--- config.mk ---
export PLATFORM = sky130hd
export DESIGN_NAME = mem_arbiter
export DESIGN_NICKNAME = d
export VERILOG_FILES = /design/src/rtl/mem_arbiter.sv
export SDC_FILE = /design/constraint.sdc
export NUM_CORES = 1
export LEC_CHECK = 0
export CORE_MARGIN = 2
export CORE_UTILIZATION = 24
export DETAILED_ROUTE_END_ITERATION = 8
export MAX_ROUTING_LAYER = met4
export PLACE_DENSITY = 0.94
export SYNTH_ARGS = -nofsm -noshare
export SYNTH_HDL_FRONTEND = slang
export SYNTH_SLANG_ARGS = --single-unit
--- constraint.sdc ---
create_clock -name clk -period 2.8 [get_ports clk]
set_input_delay 0.7 -clock clk [delete_from_list [all_inputs] [get_ports clk]]
set_output_delay 0.7 -clock clk [all_outputs]
set_load 0.01 [all_outputs]
--- src/rtl/mem_arbiter.sv ---
// mem_arbiter: shares one memory port between CPU and loader, guards against loader starvation and routes read data back
module mem_arbiter #(
  parameter int READ_LAT = 1,
  parameter int MAX_WAIT = 4
) (
  input  logic        clk,
  input  logic        reset_n,
  input  logic        cpu_req,
  input  logic        cpu_we,
  input  logic [14:0] cpu_addr,
  input  logic [15:0] cpu_wdata,
  output logic        cpu_gnt,
  output logic        cpu_rvalid,
  output logic [15:0] cpu_rdata,
  output logic        cpu_err,
  input  logic        ldr_req,
  input  logic        ldr_we,
  input  logic [14:0] ldr_addr,
  input  logic [15:0] ldr_wdata,
  output logic        ldr_gnt,
  output logic        ldr_rvalid,
  output logic [15:0] ldr_rdata,
  output logic        ldr_err,
  output logic [14:0] mem_address,
  output logic [15:0] mem_in,
  output logic        mem_load,
  input  logic [15:0] mem_out
);
  logic [3:0] wait_cnt;
  logic [1:0] tag [READ_LAT];
  logic       force_ldr;
  logic       sel_we;
  // Arbitration, memory mux and write guard; the loader only wins over a requesting CPU once it has waited MAX_WAIT cycles
  always_comb begin
    force_ldr   = wait_cnt == 4'(MAX_WAIT);
    ldr_gnt     = reset_n & ldr_req & (~cpu_req | force_ldr);
    cpu_gnt     = reset_n & cpu_req & ~(ldr_req & force_ldr);
    mem_address = ldr_gnt ? ldr_addr : cpu_addr;
    mem_in      = ldr_gnt ? ldr_wdata : cpu_wdata;
    sel_we      = ldr_gnt ? ldr_we : cpu_we;
    mem_load    = (cpu_gnt | ldr_gnt) & sel_we & (mem_address < 15'h6000);
  end
  // Read data steering from the tag at the output stage; tag bit 1 = valid, bit 0 = loader
  always_comb begin
    cpu_rvalid = tag[READ_LAT-1][1] & ~tag[READ_LAT-1][0];
    ldr_rvalid = tag[READ_LAT-1][1] & tag[READ_LAT-1][0];
    cpu_rdata  = cpu_rvalid ? mem_out : 16'h0;
    ldr_rdata  = ldr_rvalid ? mem_out : 16'h0;
  end
  // Starvation counter: counts denied loader cycles, cleared on loader grant or idle loader
  always_ff @(posedge clk or negedge reset_n)
    if (!reset_n) wait_cnt <= '0;
    else if (!ldr_req || ldr_gnt) wait_cnt <= '0;
    else if (!force_ldr) wait_cnt <= wait_cnt + 4'd1;
  // Write-to-keyboard-region error pulses, one cycle after the grant edge
  always_ff @(posedge clk or negedge reset_n)
    if (!reset_n) begin
      cpu_err <= 1'b0;
      ldr_err <= 1'b0;
    end else begin
      cpu_err <= cpu_gnt & cpu_we & (cpu_addr >= 15'h6000);
      ldr_err <= ldr_gnt & ldr_we & (ldr_addr >= 15'h6000);
    end
  // Read tag pipeline matching the memory read latency; writes and idle cycles insert invalid tags
  always_ff @(posedge clk or negedge reset_n)
    if (!reset_n) begin
      for (int i = 0; i < READ_LAT; i++) tag[i] <= 2'b00;
    end else begin
      tag[0] <= {(cpu_gnt | ldr_gnt) & ~sel_we, ldr_gnt};
      for (int i = 1; i < READ_LAT; i++) tag[i] <= tag[i-1];
    end
endmodule

Word-level counts from Yosys, hierarchy flattened:

Index checks and enable logic that the tools add are counted.
Widths: inputs -> output; s select.

* multiplexer cells: 7
* eq/ne operators: 2
* add/sub/neg operators: 1
* bitwise gates (word level): 20
* reduce and logical (&&, ||, !) cells: 2
* order comparisons: 3

Operators with widths (number)
* $mux 16: 3
* $ge 15x15->1 const B: 2
* $lt 15x15->1 const B: 1
* $mux 15: 1
* $and 1x1->1: 14
* $mux 4: 2
* $add 4x1->4 const B: 1
* $eq 4x3->1 const B: 1
* $not 1->1: 4
* $ne 2x1->1 const B: 1
* $or 1x1->1: 2
* $logic_not 1->1: 1
* $logic_or 1x1->1: 1
* $mux 1: 1

* input port bits: 84
* output and inout port bits: 70
* bits in registers: 8

Depth between registers and ports, before layout:

Gate-level depths: netlist (run 1).

* depth after elaboration: 7
* mapped depth: 6

Worst setup path after synthesis (run 1):

Ideal clock, no wire load.

* path kind: reg-to-output
* start point: register wait_cnt[0]
* end point: output mem_in[10]
* data arrival time: 1.605 ns
* required time: 2.100 ns
* path buffers: 1
* stages on the path, launching flop included: 7
* setup slack: 0.495 ns
* cells stage by stage: dfrtp_1 > inv_1 > ha_1 > nand3b_4 > a21oi_4 > buf_6 > mux2_2

* word-level cells in the longest chain between the ends: 4

Ends and longest elaborated chain
* from (decl): line 29 `logic [3:0] wait_cnt;`
* from (signal assigned): line 54 `else if (!force_ldr) wait_cnt <= wait_cnt + 4'd1;`
* $eq 4x3->1: line 35 `force_ldr = wait_cnt == 4'(MAX_WAIT);`
* $or 1x1->1: line 36 `ldr_gnt = reset_n & ldr_req & (~cpu_req | force_ldr);`
* $and 1x1->1: line 36
* net ldr_gnt: line 20 `output logic ldr_gnt,`
* $mux 16: line 39 `mem_in = ldr_gnt ? ldr_wdata : cpu_wdata;`
* to (decl): line 25 `output logic [15:0] mem_in,`

The timed path passes the listed nets, and every way through them passes these cells.

Worst setup path after layout (run 1):

* start point: input ldr_req
* end point: output mem_in[8]

* word-level cells in the longest chain between the ends: 3

Ends and longest elaborated chain
* from (decl): line 16 `input logic ldr_req,`
* $and 1x1->1 (2 in a row): line 36
* $mux 16: line 39

Every way passes these cells.

==> metrics.txt, run 1 <==
Most used DFF post-synth=dfrtp_1; Yosys top cell by area=mux2_2; first-pass GRT wire length=7650 um; clk buf depth=2; Hold Crit Class=in -> async; largest net degree at the start of global routing=19; drt wl/cell=15.2 um; RSZ-0062 raised after global routing=yes; Initial Util=0.255; min Tclk post-route=2.78 ns; area of the multi-input gates=795 sq um; # Max-Cap Violations=0; area share of the largest cell type after synthesis=0.313; die area=4890 sq um; final WL=5030 um; synth cell count leaders=mux2_2, and2_1, and3_1, dfrtp_1; core footprint=4090 sq um; Setup Skew=0.00427 ns; Highest Clock Rate=359 MHz; RD Place Congestion=0.863; Synth area leaders=mux2_2, dfrtp_1, and2_1; clk sink count=8; Post-synth EDFFs=0; Yosys reg bits=8; Worst-path clk slew=0.04 ns; drt pass-1 iters=4; Mapped Cells=113; syn nets=199; Max FO, Critical Path=9; synth warn=0; layout cells sized above 1=0.267; CTS buffer count=3; Tcrit/Tclk final=0.994; CTS tree=done; post-synthesis sequential area ratio=0.192; Sequential cell area=200 sq um; Worst Tran Pin Value=0.446 ns; total gr overflow=0; design area=2750 sq um; critical setup path kind=in -> out; Fin Setup TNS=0 ns; placed standard-cell area=2700 sq um; count leader, synth=mux2_2; Vias=1587; status=complete, no violations; Residual DRC=0; Distinct cells, synth=26; Detail Route Antenna Nets=0; Setup crit start kind=input pin; I/O pins=154; final setup vio count=0; asr flop ratio synth=1.00; Crit path arrival time=2.08 ns; vias per cell=4.78; 1st-iter DRT viols=34; CP required=2.10 ns; P per Cell Area=223 nW/um^2; CTS Root Cell=clkbuf_8; dpl hpwl=4230 um; vias in the first global route=1649; number of nets in the layout=369; Hold Violations, Final=0; maximum VDD drop=104 uV; port buffer count=153; final core occ=0.674; Tot GR Track Use=0.204; antenna violations before repair=1; Area Overhead vs Synth=164%; Pleak=1.22 nW; Rel. slew slack=0.695; Max Slew Vio Count=0; Post-Syn Area per Cell=9.23 sq um; Rows=23; CTS Hold Buffers Added=0; worst-skew pair later-pin latency=0.23 ns; chip width=69.9 um; H-Tree Level Count=1; setup slack after layout=0.0162 ns; Fill cells=334; die height=69.9 um; endpoint class of the critical path=output pin; Post-Place Worst Slack=-0.449 ns; area of the mapped netlist=1040 sq um
cell usage in the layout, fill, tap and decap left out:
| cell type | Yosys | final |
|---|---|---|
| a2111oi_0 | 1 | 1 |
| a211oi_1 | 2 | 2 |
| a21oi_1 | 3 | 3 |
| a21oi_4 | 1 | 1 |
| a221oi_1 | 1 | 1 |
| a22o_1 | 1 | 1 |
| a32o_1 | 1 | 1 |
| and2_1 | 17 | 17 |
| and3_1 | 16 | 16 |
| and3b_1 | 1 | 1 |
| buf_12 | 0 | 2 |
| buf_16 | 0 | 1 |
| buf_2 | 0 | 9 |
| buf_4 | 0 | 13 |
| buf_6 | 3 | 1 |
| bufbuf_16 | 0 | 1 |
| clkbuf_2 | 0 | 9 |
| clkbuf_8 | 0 | 3 |
| clkdlybuf4s15_1 | 0 | 1 |
| clkdlybuf4s15_2 | 0 | 1 |
| clkdlybuf4s50_1 | 0 | 118 |
| dfrtp_1 | 8 | 8 |
| diode_2 | 0 | 1 |
| dlygate4sd2_1 | 0 | 15 |
| ha_1 | 2 | 1 |
| ha_4 | 0 | 1 |
| inv_1 | 5 | 3 |
| inv_2 | 0 | 2 |
| mux2_1 | 2 | 2 |
| mux2_2 | 29 | 29 |
| mux2i_1 | 1 | 1 |
| nand2_1 | 5 | 4 |
| nand2_2 | 0 | 1 |
| nand2b_1 | 1 | 1 |
| nand3_1 | 3 | 3 |
| nand3b_4 | 1 | 1 |
| nor2_1 | 1 | 1 |
| nor2b_1 | 2 | 2 |
| or3_1 | 2 | 2 |
| xnor2_1 | 1 | 1 |
cell type report:
| cell class | instances | share of cell area |
|---|---|---|
| Antenna cell | 1 | 0.000909 |
| Clock buffer | 3 | 0.0150 |
| Inverter | 5 | 0.00682 |
| Timing Repair Buffer | 171 | 0.593 |
| Tap cell | 50 | 0.0227 |
| Sequential cell | 8 | 0.0727 |
| Multi-Input combinational cell | 94 | 0.289 |
worst max-delay path, stage by stage:
cell	delay, ns
dlygate4sd2_1	0.23
nand2_2	0.08
a21oi_4	0.19
buf_6	0.14
bufbuf_16	0.26
mux2_2	0.34
buf_2	0.14
power breakdown:
group | total, mW | switching [mW] | internal (mW)
clock | 0.140 | 0.0468 | 0.0932
combinational | 0.347 | 0.121 | 0.226
sequential | 0.126 | 0.00431 | 0.122
worst paths after layout:
| check | start | cells after the start | slack [ns] | endpoint |
|---|---|---|---|---|
| max in group asynchronous | reset_n | 3 | 2.02 | wait_cnt[0]$_DFFE_PN0P_ |
| setup / recovery | ldr_req | 7 | 0.02 | mem_in[8] |
| hold / removal | reset_n | 3 | 0.63 | tag[1]$_DFF_PN0_ |
| min in group clk | wait_cnt[3]$_DFFE_PN0P_ | 2 | 0.65 | wait_cnt[3]$_DFFE_PN0P_ |
| hold reg to reg | wait_cnt[3]$_DFFE_PN0P_ | 2 | 0.65 | wait_cnt[3]$_DFFE_PN0P_ |
| setup reg to reg | wait_cnt[0]$_DFFE_PN0P_ | 6 | 1.36 | wait_cnt[0]$_DFFE_PN0P_ |
cells by family (layout without fill, tap and decap cells):
kind of cell | after synthesis | count (layout) | synth area share
compound gates | 10 | 10 | 0.0791
xor+xnor | 1 | 1 | 0.00839
fa+ha+maj | 2 | 2 | 0.0240
buf+inv | 11 | 179 | 0.0611
flops | 8 | 8 | 0.192
mux | 32 | 32 | 0.344
other cells | 0 | 1 | 0
simple gates | 49 | 49 | 0.291
through the flow:
| step | power (mW) | hold WS (ns) | instances |
|---|---|---|---|
| 4_1_cts | 0.626 | 0.628 | 331 |
| 3_5_place_dp | 0.486 | 0.641 | 323 |
| 6_report | 0.613 | 0.628 | 332 |
| 2_1_floorplan | 0.240 | 0.404 | 113 |
| 5_1_grt | 0.646 | 0.654 | 332 |
| 3_3_place_gp | 0.479 | 0.600 | 323 |
state kept, by name, indices dropped and copies added (netlist names):
signal / count
cpu_err: 1
ldr_err: 1
tag: 2
wait_cnt: 4
routing by layer:
metal,part of all wire,track usage
met1,0.32,0.181
met2,0.53,0.390
met3,0.11,0.0606
met4,0.036,0.0983
met5,0,-
what timing repair did:
| item | 4_1_cts | 5_1_grt |
|---|---|---|
| resized for setup | 80 | 10 |
| buffers inserted | 3 | 0 |
| cloned | 2 | 0 |
| pin swaps | 1 | 0 |
| endpoints found under the setup margin | 34 | 22 |
Note: power is estimated with default switching activity, not from simulation.
==> run 2: changes to the inputs <==
- SLEW_MARGIN: not set -> 5
==> results of run 2 <==
Final layout, timing and power as in run 1 (identical DEF).
==> run 3: changes to the inputs <==
- CORE_MARGIN: 2 -> not set
==> metrics.txt, run 3 (synthesis results as in run 1) <==
clk buf depth=2 (unchanged); RD Place Congestion=0.732 (-15%); maximum VDD drop=109 uV (+5.6%); core footprint=4090 sq um (unchanged); Worst-path clk slew=0.04 ns (about the same); layout cells sized above 1=0.304 (+0.0373); CTS Hold Buffers Added=0 (unchanged); reg-to-reg slack, setup=1.32 ns (-0.04 ns); vias in the first global route=1499 (-9.1%); Largest register FFs=4 (unchanged); total gr overflow=0 (unchanged); Setup Skew=0.00377 ns (-0.000502 ns); first-pass GRT wire length=6900 um (-9.8%); Rel. slew slack=0.705 (+0.00993); drt pass-1 iters=3 (-1); Fin Setup TNS=0 ns (unchanged); GRT met3 Usage=0.0400 (-0.0206); critical path's top delay family=buffers and inverters; M1 GR Usage=0.184 (+0.00300); CTS buffer count=3 (unchanged); slowest CP cell=mux2_2; H-Tree Level Count=1 (unchanged); antenna violations before repair=0 (-1); clk sink count=8 (unchanged); Crit path arrival time=2.05 ns (-0.03 ns); RR Endpoint=tag[1]$_DFF_PN0_; drt wl/cell=14.5 um (-4.2%); Residual DRC=0 (unchanged); dpl cells=324 (+0.31%); Finished Layout Cells=336 (+1.2%); Pleak=1.25 nW (+1.9%); final setup vio count=0 (unchanged); # diodes=0 (-1); CP required=2.10 ns (about the same); Max Slew Vio Count=0 (unchanged); worst-skew pair later-pin latency=0.23 ns (about the same); Tcrit/Tclk final=0.981 (-0.0130); setup slack after layout=0.0527 ns (+0.0365 ns); 1st-iter DRT viols=18 (-47%); # Max-Cap Violations=0 (unchanged); Detail Route Antenna Nets=0 (unchanged); Post-Place Worst Slack=-0.424 ns (+0.0257 ns); port buffer count=153 (unchanged); RR Startpoint=wait_cnt[1]$_DFFE_PN0P_; CTS tree=done; final WL=4880 um (-3.0%); busiest grt layer=met2; P per Cell Area=222 nW/um^2 (-0.20%); Initial Util=0.255 (unchanged); Fill cells=338 (+1.2%); chip width=67.9 um (-2.9%); die height=67.9 um (-2.9%); endpoint class of the critical path=output pin; Worst Tran Pin Value=0.432 ns (-0.0145 ns); Max stage delay on crit path=0.33 ns (about the same); worst path cell trace=dlygate4sd2_1 -> nand2_2 -> a21oi_4 -> buf_6 -> buf_6 -> mux2_2 -> clkdlybuf4s15_1; dpl hpwl=3960 um (-6.3%); die area=4620 sq um (-5.6%); Setup crit start kind=input pin; Max FO, Critical Path=5 (-4); I/O pins=154 (unchanged); most frequent cells in the layout=clkdlybuf4s50_1, mux2_2, clkbuf_2, and2_1, and3_1; biggest regs=wait_cnt (4), tag (2); Hold Violations, Final=0 (unchanged); Rows=23 (unchanged); most used cell along the critical path=buf_6; commonest non-fill, non-tap cell in the layout=clkdlybuf4s50_1; Top reg by flops=wait_cnt; Reg2Reg Depth=7 (+1); vias per cell=4.60 (-3.8%); Tot GR Track Use=0.207 (+0.00285); status=complete, no violations; largest net degree at the start of global routing=19 (unchanged); Hold Crit Class=in -> async; Highest Clock Rate=364 MHz (+1.3%); critical setup path kind=in -> out; number of nets in the layout=374 (+1.4%); Vias=1545 (-2.6%); met2 Track Usage GR=0.420 (+0.0299); min Tclk post-route=2.75 ns (-0.0365 ns); overall power=610 uW (-0.47%); worst path buffer plus inverter count=4 (unchanged); Area Overhead vs Synth=163%; CTS Root Cell=clkbuf_8
run 3: area by class of cell:
type	count	area [sq um]	area share
repair buffers	176	1630	0.593
flip-flops and latches	8	200	0.0729
inverters	5	18.8	0.00684
multi-input cells	94	795	0.289
well taps	50	62.6	0.0228
clock buffers	3	41.3	0.0150
run 3: worst reg2reg max path: stages (launching register included):
cell and delay [ns]:
dfrtp_1 0.39, inv_2 0.09, ha_4 0.16, nand3b_4 0.10
a21oi_4 0.26, buf_6 0.15, buf_16 0.13, a22o_1 0.14
run 3: what timing repair did:
action / in CTS / in global routing
resized for setup: 55 / 52
cloned: 2 / 0
pin swaps: 1 / 2
setup buffers: 4 / 3
setup endpoints to repair: 34 / 32
run 3: metal layers:
| metal | share of wire | vias to the layer above |
|---|---|---|
| li1 | - | 754 |
| met1 | 0.33 | 682 |
| met2 | 0.56 | 103 |
| met3 | 0.10 | 6 |
| met4 | 0.012 | 0 |
| met5 | 0 | - |
run 3: power breakdown:
part           internal [mW]  switching, mW  total (mW)
Combinational          0.226          0.124       0.350
Sequential             0.122        0.00402       0.126
Clock                 0.0928         0.0416       0.134
run 3: how the worst max path moves through the flow:
stage                                  from         endpoint  slack, ns  depth (start not counted)
finish                              ldr_req   mem_address[1]       0.05                          7
detailed placement                  reset_n  mem_address[10]      -0.42                          6
global route        wait_cnt[1]$_DFFE_PN0P_        mem_in[1]      -0.02                          8
global placement                    reset_n  mem_address[14]      -0.42                          6
floorplan           wait_cnt[0]$_DFFE_PN0P_       mem_in[10]       0.50                          6
CTS                                 reset_n       mem_in[14]       0.01                          7
run 3: metrics by stage:
step	cell area [sq um]	hold WS (ns)	util
final	2750	0.665	0.672
after detailed placement	2710	0.605	0.663
after CTS	2820	0.617	0.689
after global placement	2710	0.591	0.663
after global routing	2750	0.676	0.672
after floorplan	1040	0.404	-
